`src/rtl/dactest_sweep_ctrl.sv`:
```
// Linear frequency-sweep sequencer for the DAC test: steps an NCO increment per step,
// muting the sinus output during each settle window and enabling it during the dwell window.
module dactest_sweep_ctrl #(
  parameter int AccWidth   = 51,
  parameter int PhaseBits  = 5,
  parameter int CountWidth = 24,
  parameter int StepWidth  = 8
) (
  input  logic                  clk,
  input  logic                  rst,
  input  logic                  start,
  input  logic                  stop,
  input  logic [AccWidth-1:0]   cfg_f_start,
  input  logic [AccWidth-1:0]   cfg_f_step,
  input  logic [StepWidth-1:0]  cfg_n_steps,
  input  logic [CountWidth-1:0] cfg_settle,
  input  logic [CountWidth-1:0] cfg_dwell,
  input  logic [7:0]            cfg_amplitude,
  output logic [PhaseBits-1:0]  phase,
  output logic [7:0]            amplitude,
  output logic [AccWidth-1:0]   phase_inc,
  output logic [StepWidth-1:0]  step_index,
  output logic                  step_strobe,
  output logic                  busy,
  output logic                  done
);

  typedef enum logic [1:0] {
    ST_IDLE,
    ST_SETTLE,
    ST_DWELL,
    ST_DONE
  } state_t;

  state_t                state_q;
  logic [AccWidth-1:0]   f_step_q;
  logic [StepWidth-1:0]  last_step_q;
  logic                  settle_zero_q;
  logic [CountWidth-1:0] settle_last_q;
  logic [CountWidth-1:0] dwell_last_q;
  logic [7:0]            amp_cfg_q;
  logic [CountWidth-1:0] cnt_q;
  logic [AccWidth-1:0]   acc_q;
  logic [AccWidth-1:0]   acc_d;
  logic [AccWidth-1:0]   phase_inc_q;
  logic [StepWidth-1:0]  step_index_q;
  logic [7:0]            amp_q;
  logic                  strobe_q;
  logic                  busy_q;
  logic                  done_q;

  assign acc_d = acc_q + phase_inc_q;

  always_ff @(posedge clk or posedge rst) begin
    if (rst) begin
      state_q       <= ST_IDLE;
      f_step_q      <= '0;
      last_step_q   <= '0;
      settle_zero_q <= 1'b0;
      settle_last_q <= '0;
      dwell_last_q  <= '0;
      amp_cfg_q     <= '0;
      cnt_q         <= '0;
      acc_q         <= '0;
      phase_inc_q   <= '0;
      step_index_q  <= '0;
      amp_q         <= '0;
      strobe_q      <= 1'b0;
      busy_q        <= 1'b0;
      done_q        <= 1'b0;
    end else begin
      strobe_q <= 1'b0;
      done_q   <= 1'b0;
      case (state_q)
        ST_IDLE: begin
          acc_q  <= '0;
          amp_q  <= '0;
          busy_q <= 1'b0;
          if (start && !stop) begin
            // Shadow copies freeze the sweep against cfg changes while running.
            f_step_q      <= cfg_f_step;
            last_step_q   <= (cfg_n_steps == '0) ? '0 : cfg_n_steps - StepWidth'(1);
            settle_zero_q <= (cfg_settle == '0);
            settle_last_q <= cfg_settle - CountWidth'(1);
            dwell_last_q  <= (cfg_dwell == '0) ? '0 : cfg_dwell - CountWidth'(1);
            amp_cfg_q     <= cfg_amplitude;
            phase_inc_q   <= cfg_f_start;
            step_index_q  <= '0;
            strobe_q      <= 1'b1;
            busy_q        <= 1'b1;
            cnt_q         <= '0;
            if (cfg_settle == '0) begin
              state_q <= ST_DWELL;
              amp_q   <= cfg_amplitude;
            end else begin
              state_q <= ST_SETTLE;
            end
          end
        end

        ST_SETTLE, ST_DWELL: begin
          if (stop) begin
            state_q <= ST_IDLE;
            amp_q   <= '0;
            busy_q  <= 1'b0;
            acc_q   <= '0;
            cnt_q   <= '0;
          end else begin
            acc_q <= acc_d;
            if (state_q == ST_SETTLE) begin
              if (cnt_q == settle_last_q) begin
                state_q <= ST_DWELL;
                cnt_q   <= '0;
                amp_q   <= amp_cfg_q;
              end else begin
                cnt_q <= cnt_q + CountWidth'(1);
              end
            end else if (cnt_q == dwell_last_q) begin
              cnt_q <= '0;
              if (step_index_q == last_step_q) begin
                state_q <= ST_DONE;
                busy_q  <= 1'b0;
                amp_q   <= '0;
                done_q  <= 1'b1;
              end else begin
                step_index_q <= step_index_q + StepWidth'(1);
                phase_inc_q  <= phase_inc_q + f_step_q;
                strobe_q     <= 1'b1;
                // With no settle window the next step starts straight in DWELL.
                if (!settle_zero_q) begin
                  state_q <= ST_SETTLE;
                  amp_q   <= '0;
                end
              end
            end else begin
              cnt_q <= cnt_q + CountWidth'(1);
            end
          end
        end

        ST_DONE: begin
          state_q <= ST_IDLE;
          acc_q   <= '0;
        end

        default: state_q <= ST_IDLE;
      endcase
    end
  end

  assign phase       = acc_q[AccWidth-1 -: PhaseBits];
  assign amplitude   = amp_q;
  assign phase_inc   = phase_inc_q;
  assign step_index  = step_index_q;
  assign step_strobe = strobe_q;
  assign busy        = busy_q;
  assign done        = done_q;

endmodule

```
`config.mk`:
```
export PLATFORM = sky130hd
export DESIGN_NAME = dactest_sweep_ctrl
export DESIGN_NICKNAME = d
export VERILOG_FILES = /design/src/rtl/dactest_sweep_ctrl.sv
export SDC_FILE = /design/constraint.sdc
export NUM_CORES = 1
export LEC_CHECK = 0
export ABC_AREA = 1
export CAP_MARGIN = 30
export CORE_MARGIN = 3
export CORE_UTILIZATION = 55
export DETAILED_ROUTE_END_ITERATION = 16
export PLACE_DENSITY = 0.85
export SLEW_MARGIN = 10
export SYNTH_ARGS = -nofsm -noshare
export SYNTH_HDL_FRONTEND = slang
export SYNTH_SLANG_ARGS = --single-unit
```
`constraint.sdc`:
```
create_clock -name clk -period 11.8 [get_ports clk]
set_input_delay 2.36 -clock clk [delete_from_list [all_inputs] [get_ports clk]]
set_output_delay 2.36 -clock clk [all_outputs]
set_load 0.02 [all_outputs]
```
==> reports/metrics.csv, run 1 <==
metric,value,unit
grt_first_pass_wirelength,107.2,mm
dieWidth,199.5,um
cts_root_buf,clkbuf_16,
cts_buffer_depth,3,
syn_area,20600,um^2
dp_hpwl,52.69,mm
vias,21795,
path_clk_slew,0.06,ns
drive_above_1_share,0.03151,
place_congestion,1.080,
cts_tree,yes,
core,36790,um^2
critical_path_arrival,5.14,ns
relSlewSlack,0.3778,
netlist_instances,3250,
synth_area_leaders,"dfrtp_1 32%, nand2_1 22%, inv_1 7.7%",
crit_required,12.29,ns
tns,0,ns
ff2ff_setup_slack,7.97,ns
via_per_inst,5.504,
htree_num_levels,1,
die_h,199.5,um
drt-initial-drc-count,2023,
final_area,24510,um^2
fmax,215.2,MHz
pwr_density_cell,269.4,nW/um^2
synth_edf_count,0,
syn_to_final_growth,19.00,%
fin_crit,4.647,ns
final_cell_mix,"1220 x nand2_1, 419 x inv_1, 377 x nor2_1",
fin_crit_sh,0.3938,
critPathKind,in2reg,
skew,0.02692,ns
cts.sinks,263,
synth-main-ff-cell,dfrtp_1,
synth_cell_types,49,
synth_nets,3531,
hold_violations,0,
dieArea,39800,um^2
setup_violations,0,
cap_violations,0,
yosys_register_bits,263,
antenna_found_initial,1,
worst_pin_slew,0.9333,ns
min_path_type,reg2reg,
rsz0062_at_grt,false,
hold_slack,0.4725,ns
grt_start_max_net_pins,123,
track_usage,0.3384,
fp-row-count,70,
remaining_drc_errors,0,
async_flop_share,1.000,
cts_resized,0,
yosysTopAreaCell,dfrtp_1,
ioPinCount,245,
ys_warn_count,0,
worstSetupStartpointType,primary input,
syn_avg_cell_area,6.337,um^2
first_global_vias,20710,
crit_path_end_kind,flop,
run_status,"finished, final reports clean",
yosysSeqAreaShare,0.3195,
drtPass1Iterations,6,
port_buffers,244,
clk_latency,0.60,ns
slew_violations,0,
synth_top_area_share,0.3195,
postCtsSetupBuffers,0,
path_max_fanout,52,
grt_remaining_overflow,0,
wl,67.82,mm
ir_drop,0.1579,mV
final_common_cell,nand2_1,
placed_area,23350,um^2
nNetsFinal,3748,
initial_core_util,0.5599,
cts_buffers,31,
ant_nets,0,
wire_per_inst,17.13,um
hold_buffers,0,
p_leak,12.83,nW
[power breakdown]
part           switching (mW)  internal [mW]
Sequential              0.398           1.26
Combinational            2.57           1.35
Clock                   0.407          0.609
Total                    3.37           3.23
[routing by layer]
layer | vias to the layer above | GRT usage | routed length, um
met5 | - | 0 | 0
met4 | 0 | 0.1938 | 4827
met3 | 242 | 0.05362 | 5858
met2 | 1037 | 0.5604 | 30990
met1 | 9868 | 0.4214 | 26140
li1 | 10648 | - | -
[state kept, by name (all words and copies together) (netlist names)]
signal and flops:
step_index 8, amp_cfg_q 8, done 1, last_step_q 8, amplitude 8, f_step_q 51
state_q 2, step_strobe 1, settle_last_q 24, settle_zero_q 1, busy 1, dwell_last_q 24
acc_q 51, cnt_q 24, phase_inc 51
[worst max-delay path, stage by stage]
cell and delay [ns]:
clkdlybuf4s50_1 0.54, nor2_1 0.29, inv_1 0.13, nor2_4 0.13
buf_4 0.40, buf_4 0.54, o31ai_1 0.36, o21ai_0 0.26
[cell type report]
cell class | instances | area (um^2)
clock buffers | 42 | 877.1
multi-input cells | 2490 | 12070
inverters | 426 | 1609
clock inverters | 15 | 200.2
flip-flops and latches | 263 | 6581
repair buffers | 255 | 2585
well taps | 468 | 585.6
fillers | 3262 | 12280
diodes | 1 | 2.502
[cell usage after synthesis, drive strengths merged (42+ instances only)]
library cell	number
o21ai	150
inv	426
a21oi	133
nand3	179
ha	109
nor3	45
clkbuf	42
nand2	1222
xor2	74
dfrtp	263
nand4	48
nor2	384
[logic make-up after synthesis]
logic type / after synthesis / synth area share
mux: 1 / 0.0004860
simple gates: 1919 / 0.3774
compound gates: 359 / 0.09665
xor+xnor: 100 / 0.04252
flops: 263 / 0.3195
fa+ha+maj: 111 / 0.06816
buf+inv: 497 / 0.09526
[final timing paths]
path	startpoint	end	cells after the start
min in group asynchronous	rst	last_step_q[4]$_DFFE_PP0P_	2
max in group asynchronous	rst	f_step_q[37]$_DFFE_PP0P_	4
max reg2reg	state_q[1]$_DFFE_PP0P_	cnt_q[20]$_DFFE_PP0P_	11
max	stop	last_step_q[6]$_DFFE_PP0P_	8
min reg2reg	amp_cfg_q[2]$_DFFE_PP0P_	amp_cfg_q[2]$_DFFE_PP0P_	2
min	amp_cfg_q[2]$_DFFE_PP0P_	amp_cfg_q[2]$_DFFE_PP0P_	2
[per-stage QoR]
stage | setup WS (ns) | instances | utilization | total power, mW
after floorplan | 2.200 | 3250 | - | 4.255
after global placement | 6.769 | 3899 | 0.6347 | 5.393
after detailed placement | 6.649 | 3899 | 0.6347 | 5.473
after CTS | 7.270 | 3956 | 0.6639 | 6.519
after global routing | 7.090 | 3960 | 0.6663 | 7.144
final | 7.153 | 3960 | 0.6663 | 6.603
Note: power is estimated with default switching activity, not from simulation.
==> inputs of run 2 (changes only) <==
==> constraint.sdc (replaced) <==
create_clock -name clk -period 4.29 [get_ports clk]
set_input_delay 0.858 -clock clk [delete_from_list [all_inputs] [get_ports clk]]
set_output_delay 0.858 -clock clk [all_outputs]
set_load 0.02 [all_outputs]
==> run 2 against run 1 <==
Effect of this change: via count rose by 0.18%; combinational power rose to 2.8 times the previous value; die area did not move; first-iteration DRC count rose by 3.6%; register-to-register slack got worse by 6.7 ns; highest routed layer unchanged.
==> reports/metrics.csv, run 2 (synthesis results as in run 1) <==
metric,value,unit,change
hold_violations,0,,unchanged
critPathBufInv,4,,unchanged
skew,0.01917,ns,-0.007750 ns
fp-row-count,70,,unchanged
track_usage,0.3452,,+0.006837
dieArea,39800,um^2,unchanged
final_cell_mix,"1220 x nand2_1, 419 x inv_1, 377 x nor2_1",,
dp.cells,3907,,+0.21%
fillers,3301,,+1.2%
placed_area,23470,um^2,+0.51%
htree_num_levels,1,,unchanged
slowest_delay,0.63,ns,+0.09 ns
holdCritStartpoint,f_step_q[7]$_DFFE_PP0P_,,
path_cells,"inv_1, ha_2, inv_2, nor2_4, inv_2, nor2_1, nand2_1, nand3_4, inv_1, nor2_1",,
drt-initial-drc-count,2095,,+3.6%
vias,21835,,+0.18%
final_common_cell,nand2_1,,
nNetsFinal,3752,,+0.11%
path_clk_slew,0.07,ns,about the same
remaining_drc_errors,0,,unchanged
worst_path_dominant_cell_family,simple AND/OR/NAND/NOR gates,,
slew_violations,0,,unchanged
fin_crit_sh,0.6959,,
run_status,"finished, final reports clean",,
fmax,335.0,MHz,
crit_path_end_kind,flop,,
critPathKind,reg2reg,,
dieWidth,199.5,um,unchanged
cts_buffers,29,,-6.5%
r2r-end,cnt_q[20]$_DFFE_PP0P_,,
worstSetupStartpointType,flop,,
antenna_found_initial,0,,-1
first_global_vias,20611,,-0.48%
cts_resized,0,,unchanged
worst_pin_slew,0.8728,ns,-0.06050 ns
die_h,199.5,um,unchanged
drive_above_1_share,0.03292,,+0.001413
dp_hpwl,54.54,mm,+3.5%
cap_violations,0,,unchanged
cts_buffer_depth,3,,unchanged
critical_path_arrival,3.50,ns,-1.64 ns
ff2ff_setup_slack,1.30,ns,-6.67 ns
ff2ff_path_depth,10,,-1
syn_to_final_growth,19.20,%,
cts_root_buf,clkbuf_16,,
relSlewSlack,0.4131,,+0.03536
fin_crit,2.985,ns,
power.total,18.18,mW,+180%
min_path_type,reg2reg,,
diodes,0,,-1
setup_ws,1.305,ns,-5.848 ns
multiInputGateArea,12070,um^2,unchanged
timing.rr.start,state_q[0]$_DFFE_PP0P_,,
crit_path_top_delay_cell,ha_2,,
postCtsSetupBuffers,0,,unchanged
initial_core_util,0.5599,,unchanged
port_buffers,244,,unchanged
p_leak,12.85,nW,+0.20%
rsz0062_at_grt,false,,
wire_per_inst,17.45,um,+1.9%
area.sequential,6581,um^2,unchanged
clk_latency,0.59,ns,about the same
crit_required,4.81,ns,-7.48 ns
tns,0,ns,unchanged
ioPinCount,245,,unchanged
pwr_density_cell,740.4,nW/um^2,+170%
pre_cts_slack,0.8859,ns,-5.763 ns
min_path_cells,2,,unchanged
crit_cells,10,,+2
grt_first_pass_wirelength,108.8,mm,+1.6%
hold-path-endpoint,f_step_q[7]$_DFFE_PP0P_,,
cts_tree,yes,,
final_area,24550,um^2,+0.17%
wl,69.11,mm,+1.9%
core,36790,um^2,unchanged
ir_drop,0.3911,mV,+150%
path_max_fanout,21,,-60%
grt_remaining_overflow,0,,unchanged
via_per_inst,5.512,,+0.16%
hold_buffers,0,,unchanged
drtPass1Iterations,6,,unchanged
ant_nets,0,,unchanged
place_congestion,1.020,,-5.5%
layout.cells.non_filler,3961,,+0.025%
setup_violations,0,,unchanged
grt_start_max_net_pins,85,,-31%
cts.sinks,263,,unchanged
run 2: cell count changes in the layout (fill, tap and decap cells not counted), moves of 2 or more:
cell	previous run	this run
buf_4	8	11
clkbuf_1	5	2
buf_16	3	0
buf_12	0	6
clkbuf_16	31	29
clkbuf_8	6	15
clkinv_2	7	3
run 2: how the worst max path moves through the flow:
stage                     slack (ns)                      endpoint                   start
after floorplan                -0.04            acc_q[0]$_DFF_PP0_                     rst
after global placement          0.99  dwell_last_q[22]$_DFFE_PP0P_            cfg_dwell[0]
after detailed placement        0.89  dwell_last_q[20]$_DFFE_PP0P_            cfg_dwell[0]
after CTS                       1.36      amplitude[2]$_DFFE_PP0P_  state_q[0]$_DFFE_PP0P_
after global routing            1.07  dwell_last_q[16]$_DFFE_PP0P_            cfg_dwell[0]
final                           1.30         cnt_q[20]$_DFFE_PP0P_  state_q[0]$_DFFE_PP0P_
run 2: area by class of cell:
cell class | instances | share of cell area
inverter | 426 | 0.06539
tap | 468 | 0.02385
clock inverter | 7 | 0.005097
sequential | 263 | 0.2681
clock buffer | 46 | 0.03828
multi-input combinational | 2490 | 0.4916
timing repair buffer | 261 | 0.1077
run 2: power by group:
part	total, mW	switching, mW	leakage [nW]	internal (mW)
Clock	2.78	1.10	0.531	1.68
Sequential	4.55	1.07	3.39	3.48
Combinational	10.8	7.12	8.93	3.73
run 2: metal layers:
layer,vias up,GRT usage,share of wire
met3,223,0.05564,0.087
li1,10652,-,-
met2,990,0.5655,0.45
met5,-,0,0
met4,0,0.1848,0.064
met1,9970,0.4400,0.40
run 2: metrics by stage:
stage	utilization	hold WS (ns)
after floorplan	-	0.4422
after global placement	0.6379	0.4552
after detailed placement	0.6379	0.4595
after CTS	0.6668	0.4739
after global routing	0.6674	0.4953
final	0.6674	0.4740
run 2: worst min-delay path, stage by stage, from the launching register on:
cell     delay (ns)
dfrtp_1        0.35
nand2_1        0.05
nand2_1        0.04
==> inputs of run 3 (changes only) <==
--- a/config.mk
+++ b/config.mk
@@ -8,9 +8,9 @@
 export ABC_AREA = 1
 export CAP_MARGIN = 30
 export CORE_MARGIN = 3
-export CORE_UTILIZATION = 55
+export CORE_UTILIZATION = 52
 export DETAILED_ROUTE_END_ITERATION = 16
-export PLACE_DENSITY = 0.85
+export PLACE_DENSITY = 0.84
 export SLEW_MARGIN = 10
 export SYNTH_ARGS = -nofsm -noshare
 export SYNTH_HDL_FRONTEND = slang
==> constraint.sdc (replaced) <==
create_clock -name clk -period 2.5 [get_ports clk]
set_input_delay 0.5 -clock clk [delete_from_list [all_inputs] [get_ports clk]]
set_output_delay 0.5 -clock clk [all_outputs]
set_load 0.02 [all_outputs]
==> run 3 against run 2 <==
Effect of this change: final cell count grew 3.9%; hold slack got worse by 0.30 ns; highest routed layer unchanged; largest power group unchanged; design area rose by 5.1%; worst setup slack lost 1.3 ns.
==> reports/metrics.csv, run 3 (synthesis results as in run 1) <==
metric,value,unit,change
run_status,"finished, final reports clean",,
slew_violations,0,,unchanged
slowest_delay,0.48,ns,-0.15 ns
pwr_density_cell,1280,nW/um^2,+73%
drtPass1Iterations,6,,unchanged
hold_violations,0,,unchanged
path_cells,"ha_1, nand2_1, nor2_1, nand2_1, inv_1, nand2_1, nand2_1, xor2_1, nand2_1, nand2_1, nand2_1, nand2_1",,
rsz0062_at_grt,true,,
final_common_cell,nand2_1,,
core,38920,um^2,+5.8%
grt_remaining_overflow,0,,unchanged
ff2ff_path_depth,12,,+2
dp.cells,4060,,+3.9%
ir_drop,0.7318,mV,+87%
pre_cts_slack,-0.02396,ns,-0.9099 ns
min_path_type,in2async,,
fmax,407.1,MHz,+22%
cts.sinks,263,,unchanged
drive_above_1_share,0.08143,,+0.04851
fin_crit,2.457,ns,-0.5288 ns
worst_pin_slew,0.5407,ns,-0.3321 ns
dp_hpwl,58.47,mm,+7.2%
critical_path_arrival,3.00,ns,-0.50 ns
crit_path_top_delay_cell,dfrtp_1,,
switching_share,0.5083,,-0.003189
htree_num_levels,1,,unchanged
clk_latency,0.60,ns,about the same
cts_root_buf,clkbuf_16,,
path_clk_slew,0.06,ns,about the same
cap_violations,0,,unchanged
cts_buffers,30,,+3.4%
via_per_inst,5.420,,-1.7%
dieArea,42030,um^2,+5.6%
intPower,16.24,mW,+83%
first_global_vias,20962,,+1.7%
remaining_drc_errors,0,,unchanged
pwr-share-comb,0.616,,+0.019
syn_to_final_growth,25.26,%,
fp-row-count,72,,+2.9%
antenna_found_initial,0,,unchanged
layout.cells.non_filler,4116,,+3.9%
grt_start_max_net_pins,70,,-18%
r2r-end,phase_inc[18]$_DFFE_PP0P_,,
setup_violations,0,,unchanged
timing.rr.start,phase_inc[11]$_DFFE_PP0P_,,
dieWidth,205.0,um,+2.8%
fin_crit_sh,0.9826,,+0.2868
ioPinCount,245,,unchanged
initial_core_util,0.5292,,-0.03067
critPathKind,reg2reg,,
seq_power_share,0.239,,-0.011
switchingPower,16.79,mW,+81%
ant_nets,0,,unchanged
final_util,0.6629,,-0.004476
cts_buffer_depth,3,,unchanged
die_h,205.0,um,+2.8%
worstSetupStartpointType,flop,,
nNetsFinal,3856,,+2.8%
port_buffers,244,,unchanged
place_congestion,1.072,,+5.1%
grt_first_pass_wirelength,112.6,mm,+3.5%
skew,0.01810,ns,-0.001070 ns
clockPowerShare,0.145,,-0.008
crit_required,3.04,ns,-1.77 ns
wl,73.60,mm,+6.5%
vias,22309,,+2.2%
track_usage,0.3410,,-0.004256
ff2ff_setup_slack,0.04,ns,-1.26 ns
relSlewSlack,0.6395,,+0.2264
path_max_fanout,5,,-76%
wire_per_inst,17.88,um,+2.5%
setup_ws,0.04341,ns,-1.261 ns
p_leak,13.37,nW,+4.0%
cts_tree,yes,,
final_cell_mix,"1207 x nand2_1, 419 x inv_1, 365 x nor2_1",,
diodes,0,,unchanged
critPathMostFrequentCell,nand2_1,,
drt-initial-drc-count,2271,,+8.4%
crit_path_end_kind,flop,,
==> run 3: changes by cell type in the layout (fill, tap and decap cells not counted), moves of 8 or more <==
cell and change:
ha_2 +9, clkbuf_8 -12, nor2_2 +12, dfrtp_2 +12, o21ai_0 -9, nor2_1 -12
ha_4 +12, ha_1 -21, nand2_2 +13, dfrtp_1 -12, nand2_1 -13, buf_4 +95
buf_12 +8
==> run 3: area by class of cell <==
class,instances,area (um^2)
Clock buffer,36,803.3
Clock inverter,19,256.5
Fill cell,3531,13120
Inverter,426,1605
Multi-Input combinational cell,2490,12370
Sequential cell,263,6596
Tap cell,518,648.1
Timing Repair Buffer,364,3518
==> run 3: worst max-delay path by stage <==
stage | start | to | slack, ns | cells after the start
6_report | phase_inc[11]$_DFFE_PP0P_ | phase_inc[18]$_DFFE_PP0P_ | 0.04 | 12
4_1_cts | phase_inc[16]$_DFFE_PP0P_ | acc_q[45]$_DFF_PP0_ | 0.04 | 11
2_1_floorplan | rst | acc_q[0]$_DFF_PP0_ | -1.47 | 1
3_3_place_gp | phase_inc[16]$_DFFE_PP0P_ | acc_q[47]$_DFF_PP0_ | 0.006 | 11
3_5_place_dp | cfg_dwell[0] | dwell_last_q[15]$_DFFE_PP0P_ | -0.02 | 11
5_1_grt | phase_inc[3]$_DFFE_PP0P_ | acc_q[39]$_DFF_PP0_ | -0.08 | 13
==> run 3: through the flow <==
step / hold WS (ns) / total power, mW / TNS (ns) / cell area, um^2
after detailed placement: 0.4619 / 27.12 / -0.1050 / 24410
after global routing: 0.1929 / 35.44 / -0.2812 / 25800
after global placement: 0.4549 / 26.84 / 0 / 24410
after CTS: 0.1644 / 32.04 / 0 / 25480
after floorplan: 0.4422 / 20.08 / -386.49 / 20600
final: 0.1778 / 33.03 / 0 / 25800
==> run 3: per-layer routing <==
layer  global-route usage  vias to the layer above  routed length (um)
met1               0.4313                    10148               29240
met5                    0                        -                   0
met3              0.04704                      221                5608
met2               0.5701                     1063               33850
li1                     -                    10877                   -
met4               0.1745                        0                4899
==> run 3: worst max-delay path, delay by kind of cell, from the launching register on <==
family | cells | cell delay (ns)
buffers and inverters | 1 | 0.07
adders and majority gates | 1 | 0.43
and+or+nand+nor | 9 | 1.12
xor gates and xnor gates | 1 | 0.31
DFF | 1 | 0.48
==> run 3: power by group through the flow <==
stage                     clock network (mW)  logic [mW]  registers [mW]
after global routing                    4.99        22.4            8.00
after detailed placement                   0        19.3            7.78
final                                   4.77        20.4            7.89
after global placement                     0        19.1            7.74
after floorplan                            0        12.6            7.51
after CTS                               4.82        19.5            7.74
==> run 3: timing repair <==
item,CTS,global route
hold endpoints to repair,0,0
gates resized for setup,2,83
endpoints found under the setup margin,2,58
pin swaps,0,4
hold buffers,0,0
setup buffers,0,1
